===== config.mk =====
export PLATFORM = sky130hd
export DESIGN_NAME = uart_tx_buffered
export DESIGN_NICKNAME = d
export VERILOG_FILES = /design/src/rtl/uart_pkg.sv /design/src/rtl/uart_tx_fifo.sv /design/src/rtl/uart_tx_buffered.sv
export SDC_FILE = /design/constraint.sdc
export NUM_CORES = 1
export LEC_CHECK = 0
export ABC_CLOCK_PERIOD_IN_PS = 7890
export CORE_ASPECT_RATIO = 0.8
export CORE_MARGIN = 2
export CORE_UTILIZATION = 64
export CTS_BUF_LIST = sky130_fd_sc_hd__clkbuf_16
export DETAILED_ROUTE_END_ITERATION = 6
export MAX_ROUTING_LAYER = met4
export PLACE_DENSITY_LB_ADDON = 0.1
export SLEW_MARGIN = 20
export SYNTH_ARGS = -nofsm -noshare
export SYNTH_HDL_FRONTEND = slang
export SYNTH_HIERARCHICAL = 1
export SYNTH_SLANG_ARGS = --single-unit

===== constraint.sdc =====
create_clock -name clk -period 7.89 [get_ports clk]
set_clock_uncertainty 0.2 [all_clocks]
set_input_delay 1.578 -clock clk [delete_from_list [all_inputs] [get_ports clk]]
set_output_delay 1.578 -clock clk [all_outputs]
set_load 0.01 [all_outputs]

===== src/rtl/uart_pkg.sv =====
// Shared UART definitions for the transmitter and receiver.
// Define UART_TX_PARITY_EN to add an even-parity bit to the transmit frame.
package uart_pkg;

    localparam int UART_DATA_BITS            = 8;
    localparam int UART_DEFAULT_CLKS_PER_BIT = 868;

`ifdef UART_TX_PARITY_EN
    typedef enum logic [2:0] {IDLE, START, DATA, PARITY, STOP} tx_state_t;
`else
    typedef enum logic [1:0] {IDLE, START, DATA, STOP} tx_state_t;
`endif

    function automatic logic even_parity(input logic [UART_DATA_BITS-1:0] d);
        return ^d;
    endfunction

endpackage


===== src/rtl/uart_tx_fifo.sv =====
// Count-based byte queue for the UART transmitter; dout shows the head entry while not empty.
// A push while full is dropped regardless of a same-edge pop.
module uart_tx_fifo
    import uart_pkg::*;
#(
    parameter int DEPTH = 4,
    parameter int WIDTH = UART_DATA_BITS
) (
    input  logic             clk,
    input  logic             rst,
    input  logic             push,
    input  logic [WIDTH-1:0] din,
    input  logic             pop,
    output logic [WIDTH-1:0] dout,
    output logic             empty,
    output logic             full
);

    localparam int PW = $clog2(DEPTH);

    logic [WIDTH-1:0] mem [DEPTH];
    logic [PW-1:0]    wr_ptr_q, wr_ptr_d;
    logic [PW-1:0]    rd_ptr_q, rd_ptr_d;
    logic [PW:0]      count_q, count_d;
    logic             do_push, do_pop;

    assign full    = (count_q == (PW+1)'(DEPTH));
    assign empty   = (count_q == '0);
    assign do_push = push && !full;
    assign do_pop  = pop && !empty;
    assign dout    = mem[rd_ptr_q];

    // Pointers wrap naturally because DEPTH is a power of two.
    always_comb begin
        wr_ptr_d = do_push ? wr_ptr_q + 1'b1 : wr_ptr_q;
        rd_ptr_d = do_pop  ? rd_ptr_q + 1'b1 : rd_ptr_q;
        count_d  = count_q;
        case ({do_push, do_pop})
            2'b10:   count_d = count_q + 1'b1;
            2'b01:   count_d = count_q - 1'b1;
            default: count_d = count_q;
        endcase
    end

    always_ff @(posedge clk or posedge rst) begin
        if (rst) begin
            wr_ptr_q <= '0;
            rd_ptr_q <= '0;
            count_q  <= '0;
        end else begin
            wr_ptr_q <= wr_ptr_d;
            rd_ptr_q <= rd_ptr_d;
            count_q  <= count_d;
        end
    end

    always_ff @(posedge clk) begin
        if (do_push) begin
            mem[wr_ptr_q] <= din;
        end
    end

endmodule


===== src/rtl/uart_tx_buffered.sv =====
// Buffered 8N1 UART transmitter, LSB first, idle-high line, back-to-back frames from the queue.
// Define UART_TX_PARITY_EN to insert an even-parity bit between the data bits and the stop bit.
module uart_tx_buffered
    import uart_pkg::*;
#(
    parameter int CLKS_PER_BIT = UART_DEFAULT_CLKS_PER_BIT,
    parameter int FIFO_DEPTH   = 4
) (
    input  logic       clk,
    input  logic       rst,
    input  logic       i_TX_DV,
    input  logic [7:0] i_TX_Byte,
    output logic       o_TX_Ready,
    output logic       o_TX_Active,
    output logic       o_TX_Serial,
    output logic       o_TX_Done
);

    localparam int                CNT_W   = $clog2(CLKS_PER_BIT);
    localparam logic [CNT_W-1:0] CNT_MAX = CNT_W'(CLKS_PER_BIT - 1);

    tx_state_t                   state_q, state_d;
    logic [CNT_W-1:0]            cnt_q, cnt_d;
    logic [2:0]                  bit_idx_q, bit_idx_d;
    logic [UART_DATA_BITS-1:0]   shift_q, shift_d;
    logic                        parity_q, parity_d;
    logic                        serial_q, serial_d;
    logic                        active_q, active_d;
    logic                        done_q, done_d;

    logic                        fifo_pop, fifo_empty, fifo_full;
    logic [UART_DATA_BITS-1:0]   fifo_dout;
    logic                        bit_end;

    uart_tx_fifo #(
        .DEPTH (FIFO_DEPTH),
        .WIDTH (UART_DATA_BITS)
    ) u_fifo (
        .clk   (clk),
        .rst   (rst),
        .push  (i_TX_DV),
        .din   (i_TX_Byte),
        .pop   (fifo_pop),
        .dout  (fifo_dout),
        .empty (fifo_empty),
        .full  (fifo_full)
    );

    assign bit_end = (cnt_q == CNT_MAX);

    always_comb begin
        state_d   = state_q;
        bit_idx_d = bit_idx_q;
        shift_d   = shift_q;
        parity_d  = parity_q;
        fifo_pop  = 1'b0;
        cnt_d     = (state_q != IDLE && !bit_end) ? cnt_q + 1'b1 : '0;

        case (state_q)
            IDLE: begin
                if (!fifo_empty) begin
                    fifo_pop = 1'b1;
                    shift_d  = fifo_dout;
                    parity_d = even_parity(fifo_dout);
                    state_d  = START;
                end
            end
            START: begin
                if (bit_end) begin
                    bit_idx_d = '0;
                    state_d   = DATA;
                end
            end
            DATA: begin
                if (bit_end) begin
                    if (bit_idx_q == 3'd7) begin
`ifdef UART_TX_PARITY_EN
                        state_d = PARITY;
`else
                        state_d = STOP;
`endif
                    end else begin
                        shift_d   = shift_q >> 1;
                        bit_idx_d = bit_idx_q + 3'd1;
                    end
                end
            end
`ifdef UART_TX_PARITY_EN
            PARITY: begin
                if (bit_end) begin
                    state_d = STOP;
                end
            end
`endif
            STOP: begin
                // Chain straight into the next frame so queued bytes leave with no idle gap.
                if (bit_end) begin
                    if (!fifo_empty) begin
                        fifo_pop = 1'b1;
                        shift_d  = fifo_dout;
                        parity_d = even_parity(fifo_dout);
                        state_d  = START;
                    end else begin
                        state_d = IDLE;
                    end
                end
            end
            default: state_d = IDLE;
        endcase

        case (state_d)
            START:   serial_d = 1'b0;
            DATA:    serial_d = shift_d[0];
`ifdef UART_TX_PARITY_EN
            PARITY:  serial_d = parity_d;
`endif
            default: serial_d = 1'b1;
        endcase

        active_d = (state_d != IDLE);
        done_d   = (state_d == STOP) && (cnt_d == CNT_MAX);
    end

    always_ff @(posedge clk or posedge rst) begin
        if (rst) begin
            state_q   <= IDLE;
            cnt_q     <= '0;
            bit_idx_q <= '0;
            shift_q   <= '0;
            parity_q  <= 1'b0;
            serial_q  <= 1'b1;
            active_q  <= 1'b0;
            done_q    <= 1'b0;
        end else begin
            state_q   <= state_d;
            cnt_q     <= cnt_d;
            bit_idx_q <= bit_idx_d;
            shift_q   <= shift_d;
            parity_q  <= parity_d;
            serial_q  <= serial_d;
            active_q  <= active_d;
            done_q    <= done_d;
        end
    end

    assign o_TX_Ready  = !fifo_full;
    assign o_TX_Active = active_q;
    assign o_TX_Serial = serial_q;
    assign o_TX_Done   = done_q;

endmodule


==> flow_metrics.py, run 1 <==
metrics = {
    "status": {
        "status": "completed",
    },
    "clock_tree": {
        "ctsResizeCount": 0,
        "root_buffer": "clkbuf_16",
        "cts_hold_buf": 0,
        "post_cts_buffers": 0,
        "path_clk_slew_ps": 50,
        "cts_tree": "yes",
        "numCtsBuffers": 9,
        "htreeDepth": 3,
        "cts.sinks": 65,
        "insertion_delay_ps": 320,
        "clock_path_buffers": 2,
    },
    "place": {
        "io_buffers": 14,
        "dp_worst_setup_slack_ps": 4378,
        "placed_area_mm2": 0.003324,
        "routabilityCongestion": 0.9369,
        "dpl.cell_count": 298,
        "dpl.hpwl_um": 3981,
    },
    "setup_path": {
        "reg2reg_setup_slack_ps": 4740,
        "rr_startpoint": "cnt_q[0]$_DFF_PP0_",
        "reg2regPathDepth": 12,
        "cp-startpoint": "u_fifo/count_q[0]$_DFFE_PP0P_",
        "end_kind": "primary output",
        "critPathKind": "reg -> out",
        "r2r_end": "u_fifo/count_q[2]$_DFFE_PP0P_",
        "start_kind": "register",
        "required_ps": 6110,
        "arrival_ps": 1610,
        "crit_end": "o_TX_Ready",
        "worst-path-max-fanout": 5,
    },
    "finish": {
        "syn2layout_area_growth_pct": 15.72,
        "final_cell_mix": "dfrtp_1 (32), edfxtp_1 (32), inv_1 (16), nor2_1 (16)",
        "stdcell_area_mm2": 0.003637,
        "fin_cells": 314,
        "drive_gt1_share_pct": 16.93,
        "num_antenna_cells": 0,
        "final_core_util_pct": 78.19,
        "fin_nets": 275,
    },
    "drt": {
        "vias": 1924,
        "drc_errors": 0,
        "wirelength_um": 5814,
        "dr.pass1.iters": 4,
        "post_drt_wl_per_cell_um": 18.52,
        "routed_via_density": 6.127,
        "drt_iter0_drc": 209,
        "drtAntennaViolNets": 0,
    },
    "grt": {
        "grt-busiest-layer": "met2",
        "grt_usage_pct": 25.99,
        "met1_usage_pct": 32.04,
        "grt_max_degree": 27,
        "grt_overflow": 0,
        "grt_util_met2_pct": 42.54,
        "grt_pass1_vias": 1940,
        "grt_use_met3_pct": 8.943,
        "grt_pass1_wl_um": 9860,
        "antenna_found_initial": 0,
    },
    "yosys": {
        "muxShareOfSynthArea_pct": 7.166,
        "synth_seq_cells": 65,
        "postSynth.asyncResetShare_pct": 50.77,
        "synthFlopType": "edfxtp_1",
        "synth_top_family_by_area": "simple AND/OR/NAND/NOR gates",
        "synth_area_leaders": "edfxtp_1 (31%), dfrtp_1 (25%), mux4_2 (5.7%)",
        "synth_cells": 231,
        "synth_top_area_share_pct": 30.57,
        "ys_warn_count": 6,
        "synth_compound_area_share_pct": 9.514,
        "synthesis.area_mm2": 0.003143,
        "yosys.area_share.xor_xnor_pct": 3.623,
        "synth_seq_area_share_pct": 56.89,
        "synth_edf_count": 32,
        "synth_top_area_cell": "edfxtp_1",
        "synthAdderAreaFrac_pct": 6.210,
        "syn_nets": 257,
        "synthDistinctLibCells": 53,
        "syn_area_per_cell_um2": 13.61,
        "yosys.area_share.simple_pct": 13.61,
    },
    "sta": {
        "rsz0062_at_grt": "no",
        "period_needed_ps": 3386,
        "relSlewSlack_pct": 37.19,
        "finalSetupViolations": 0,
        "worst_pin_slew_ps": 936.4,
        "whs_ps": 296.8,
        "timing.fmax_mhz": 295.3,
        "post-route-worst-setup-slack_ps": 4504,
        "hold_viol_final": 0,
        "slew_viol_final": 0,
        "min_period_over_period_pct": 42.92,
        "timing.setup.tns_ps": 0,
    },
    "floorplanning": {
        "start_util_pct": 67.56,
        "fp-row-count": 22,
        "die_w_um": 82.35,
        "pin_count": 15,
        "coreArea_mm2": 0.004652,
        "die_area_mm2": 0.005491,
        "die_h_um": 66.68,
    },
    "power_and_ir_drop": {
        "p_clk_share_pct": 32.8,
        "p_seq_share_pct": 42.0,
        "peakVddDrop_mv": 0.2372,
        "swShare_pct": 29.71,
        "p_sw_mw": 0.3699,
        "internal_power_mw": 0.8750,
        "total_power_mw": 1.245,
        "cellPowerDensity_mw_per_mm2": 342.3,
        "p_leak_nw": 1.468,
        "comb_power_share_pct": 25.2,
    },
    "min_path": {
        "hp-class": "reg -> reg",
    },
    "run": {
        "maxCapViolations": 0,
    },
}
[power groups by stage]
| stage | Combinational (mW) | Sequential [mW] | Clock [mW] |
|---|---|---|---|
| 6_report | 0.314 | 0.523 | 0.408 |
| 3_3_place_gp | 0.293 | 0.519 | 0 |
| 3_5_place_dp | 0.310 | 0.529 | 0 |
| 5_1_grt | 0.346 | 0.534 | 0.431 |
| 2_1_floorplan | 0.258 | 0.492 | 0 |
| 4_1_cts | 0.313 | 0.524 | 0.413 |
[worst max-delay path, stage by stage, from the launching register on]
cell	delay, ps
dfrtp_1	450
nor3b_4	290
inv_1	70
clkdlybuf4s50_1	480
[cells by family after synthesis]
family	Yosys count
AOI/OAI and AO/OA	36
xor gates and xnor gates	13
adders and majority gates	15
buffers and inverters	23
DFF	65
muxes	12
and+or+nand+nor	67
[final cells by class]
| class | count | area, µm² |
|---|---|---|
| Clock buffer | 9 | 225.2 |
| Clock inverter | 7 | 87.58 |
| Fill cell | 260 | 1015 |
| Inverter | 16 | 60.06 |
| Multi-Input combinational cell | 143 | 1261 |
| Sequential cell | 65 | 1788 |
| Tap cell | 60 | 75.07 |
| Timing Repair Buffer | 14 | 140.1 |
[cell usage after synthesis, types with 3 or more instances]
master    instances
a21oi_1           7
edfxtp_1         32
ha_1             14
a221o_1           6
buf_2             3
dfrtp_1          32
and2_2            4
xnor2_1           7
o21ai_0           7
nand2_1          11
nor3_1            7
nor2_1           16
a22o_1            3
xor2_1            6
nand3_1           3
mux4_2            8
and3_1            7
mux2i_1           3
inv_1            16
[sequential cells by signal, summed over array words and instances (netlist names)]
register / flops
o_TX_Active: 1
o_TX_Done: 1
bit_idx_q: 3
u_fifo/count_q: 3
cnt_q: 10
state_q: 2
shift_q: 8
u_fifo/rd_ptr_q: 2
o_TX_Serial: 1
u_fifo/mem: 32
u_fifo/wr_ptr_q: 2
[how the worst min path moves through the flow]
stage	depth (start not counted)	start	end
2_1_floorplan	1	shift_q[7]$_DFFE_PP0P_	shift_q[7]$_DFFE_PP0P_
3_3_place_gp	1	shift_q[7]$_DFFE_PP0P_	shift_q[7]$_DFFE_PP0P_
3_5_place_dp	1	shift_q[7]$_DFFE_PP0P_	shift_q[7]$_DFFE_PP0P_
4_1_cts	1	shift_q[7]$_DFFE_PP0P_	shift_q[7]$_DFFE_PP0P_
5_1_grt	1	shift_q[7]$_DFFE_PP0P_	shift_q[7]$_DFFE_PP0P_
6_report	1	shift_q[7]$_DFFE_PP0P_	shift_q[7]$_DFFE_PP0P_
[metal layers]
layer  up-vias  share of wire (%)
met5         -                  0
met1       983                 44
met3         5                3.4
met4         0               0.53
met2        42                 52
li1        894                  -
No activity file was read; power rests on OpenSTA's default activity.
==> inputs of run 2 (changes only) <==
- ABC_CLOCK_PERIOD_IN_PS: 7890 -> 2900
- CORE_UTILIZATION: 64 -> 54
- clock period: 7.89 -> 2.9 ns (I/O delays scaled with it)
==> flow_metrics.py, run 2 (same netlist as run 1, synthesis figures left out) <==
metrics = {
    "sta": {
        "rsz0062_at_grt": "no",
        "worst_pin_slew_ps": 462.8,
        "whs_ps": 292.7,
        "post-route-worst-setup-slack_ps": 156.0,
        "period_needed_ps": 2744,
        "slew_viol_final": 0,
        "hold_viol_final": 0,
        "timing.setup.tns_ps": 0,
        "timing.fmax_mhz": 364.4,
        "relSlewSlack_pct": 69.11,
        "min_period_over_period_pct": 94.62,
        "finalSetupViolations": 0,
    },
    "grt": {
        "grt_usage_pct": 21.80,
        "grt_overflow": 0,
        "grt_pass1_wl_um": 10020,
        "grt_max_degree": 16,
        "antenna_found_initial": 0,
        "grt_pass1_vias": 1992,
    },
    "drt": {
        "drt_iter0_drc": 139,
        "drtAntennaViolNets": 0,
        "wl_met2_um": 2648,
        "dr.max_layer_used": "met4",
        "dr.pass1.iters": 4,
        "routed_via_density": 5.556,
        "vias": 1928,
        "wl_met1_um": 2904,
        "wirelength_um": 5855,
        "route.met3.wl_um": 266,
        "post_drt_wl_per_cell_um": 16.87,
        "drc_errors": 0,
    },
    "place": {
        "placed_area_mm2": 0.003437,
        "dpl.hpwl_um": 4068,
        "routabilityCongestion": 0.8957,
        "dpl.cell_count": 328,
        "dp_worst_setup_slack_ps": 27.27,
        "io_buffers": 14,
    },
    "floorplanning": {
        "coreArea_mm2": 0.005525,
        "fp-row-count": 24,
        "die_h_um": 72.24,
        "pin_count": 15,
        "start_util_pct": 56.88,
        "die_area_mm2": 0.006450,
        "die_w_um": 89.30,
    },
    "run": {
        "maxCapViolations": 0,
    },
    "clock_tree": {
        "cts_hold_buf": 0,
        "insertion_delay_ps": 330,
        "htreeDepth": 3,
        "root_buffer": "clkbuf_16",
        "clock_path_buffers": 2,
        "cts_tree": "yes",
        "cts.sinks": 65,
        "path_clk_slew_ps": 50,
        "numCtsBuffers": 9,
    },
    "finish": {
        "largest_register_ff_count": 32,
        "fin_cells": 347,
        "drive_gt1_share_pct": 22.68,
        "stdcell_area_mm2": 0.003765,
        "final_core_util_pct": 68.14,
        "fin_nets": 291,
        "syn2layout_area_growth_pct": 19.79,
        "final_cell_mix": "dfrtp_1 (32), edfxtp_1 (32), inv_1 (18), buf_4 (16), nor2_1 (15)",
        "largest_register": "u_fifo/mem",
        "num_antenna_cells": 0,
        "largest_registers": "u_fifo/mem: 32 flops, cnt_q: 10 flops, shift_q: 8 flops",
    },
    "min_path": {
        "hold_path.startpoint": "shift_q[7]$_DFFE_PP0P_",
        "holdPathEnd": "shift_q[7]$_DFFE_PP0P_",
        "worstHoldPathCells": 1,
        "hp-class": "reg -> reg",
    },
    "power_and_ir_drop": {
        "p_leak_nw": 1.536,
        "cellPowerDensity_mw_per_mm2": 901.7,
        "total_power_mw": 3.395,
        "peakVddDrop_mv": 0.4949,
    },
    "setup_path": {
        "reg2reg_setup_slack_ps": 160,
        "required_ps": 2950,
        "worst-path-max-fanout": 4,
        "end_kind": "register",
        "reg2regPathDepth": 12,
        "critPathKind": "reg -> reg",
        "arrival_ps": 2790,
        "r2r_end": "u_fifo/count_q[2]$_DFFE_PP0P_",
        "rr_startpoint": "cnt_q[1]$_DFF_PP0_",
        "start_kind": "register",
    },
    "status": {
        "status": "completed",
    },
}
-- run 2: changes by cell type in the layout (fill, tap and decap cells not counted) --
cell and delta:
buf_4 +16, ha_1 -2, inv_1 +2, bufinv_16 -1, clkinv_1 -1, clkinv_4 -1
fa_1 -1, fa_2 +1, ha_2 +1, ha_4 +1, nor2_1 -1, nor2_2 +1
-- run 2: repair_timing --
| item | 4_1_cts | 5_1_grt |
|---|---|---|
| setup buffers | 1 | 3 |
| endpoints found under the setup margin | 1 | 1 |
| hold endpoints to repair | 0 | 0 |
| resized for setup | 0 | 5 |
| pin swaps | 0 | 4 |
-- run 2: layer usage --
layer  vias to the layer above  track usage [%]
met3                         5            7.850
li1                        919                -
met4                         0            4.975
met5                         -                -
met1                       961            31.86
met2                        43            29.55
-- run 2: area by class of cell --
cell class	count	area, µm²
Clock buffer	9	225.2
Timing Repair Buffer	30	260.3
Sequential cell	65	1788
Clock inverter	6	52.55
Multi-Input combinational cell	143	1281
Inverter	16	60.06
Tap cell	78	97.59
Fill cell	416	1760
-- run 2: power by group --
part	switching (mW)	total, mW	internal [mW]
Combinational	0.500	1.02	0.516
Sequential	0.158	1.37	1.21
Clock	0.359	1.01	0.646
-- run 2: critical path, stage by stage (launching register included) --
cell and delay, ps:
dfrtp_1 360, ha_2 200, and4b_4 270, a41oi_2 140, or2_1 280, nor2_2 120, o31a_2 170, ha_4 140
inv_1 50, fa_2 330, xor2_1 140, nor2_1 120, xor2_1 150
-- run 2: how the worst max path moves through the flow --
stage                       startpoint                             to  slack (ps)  cells after the start
detailed placement  cnt_q[0]$_DFF_PP0_  u_fifo/count_q[2]$_DFFE_PP0P_          30                     12
global route        cnt_q[0]$_DFF_PP0_  u_fifo/count_q[2]$_DFFE_PP0P_          10                     12
finish              cnt_q[1]$_DFF_PP0_  u_fifo/count_q[2]$_DFFE_PP0P_         160                     12
CTS                 cnt_q[1]$_DFF_PP0_  u_fifo/count_q[2]$_DFFE_PP0P_          40                     12
global placement    cnt_q[0]$_DFF_PP0_  u_fifo/count_q[2]$_DFFE_PP0P_         160                     12
floorplan           cnt_q[0]$_DFF_PP0_  u_fifo/count_q[2]$_DFFE_PP0P_          80                     12
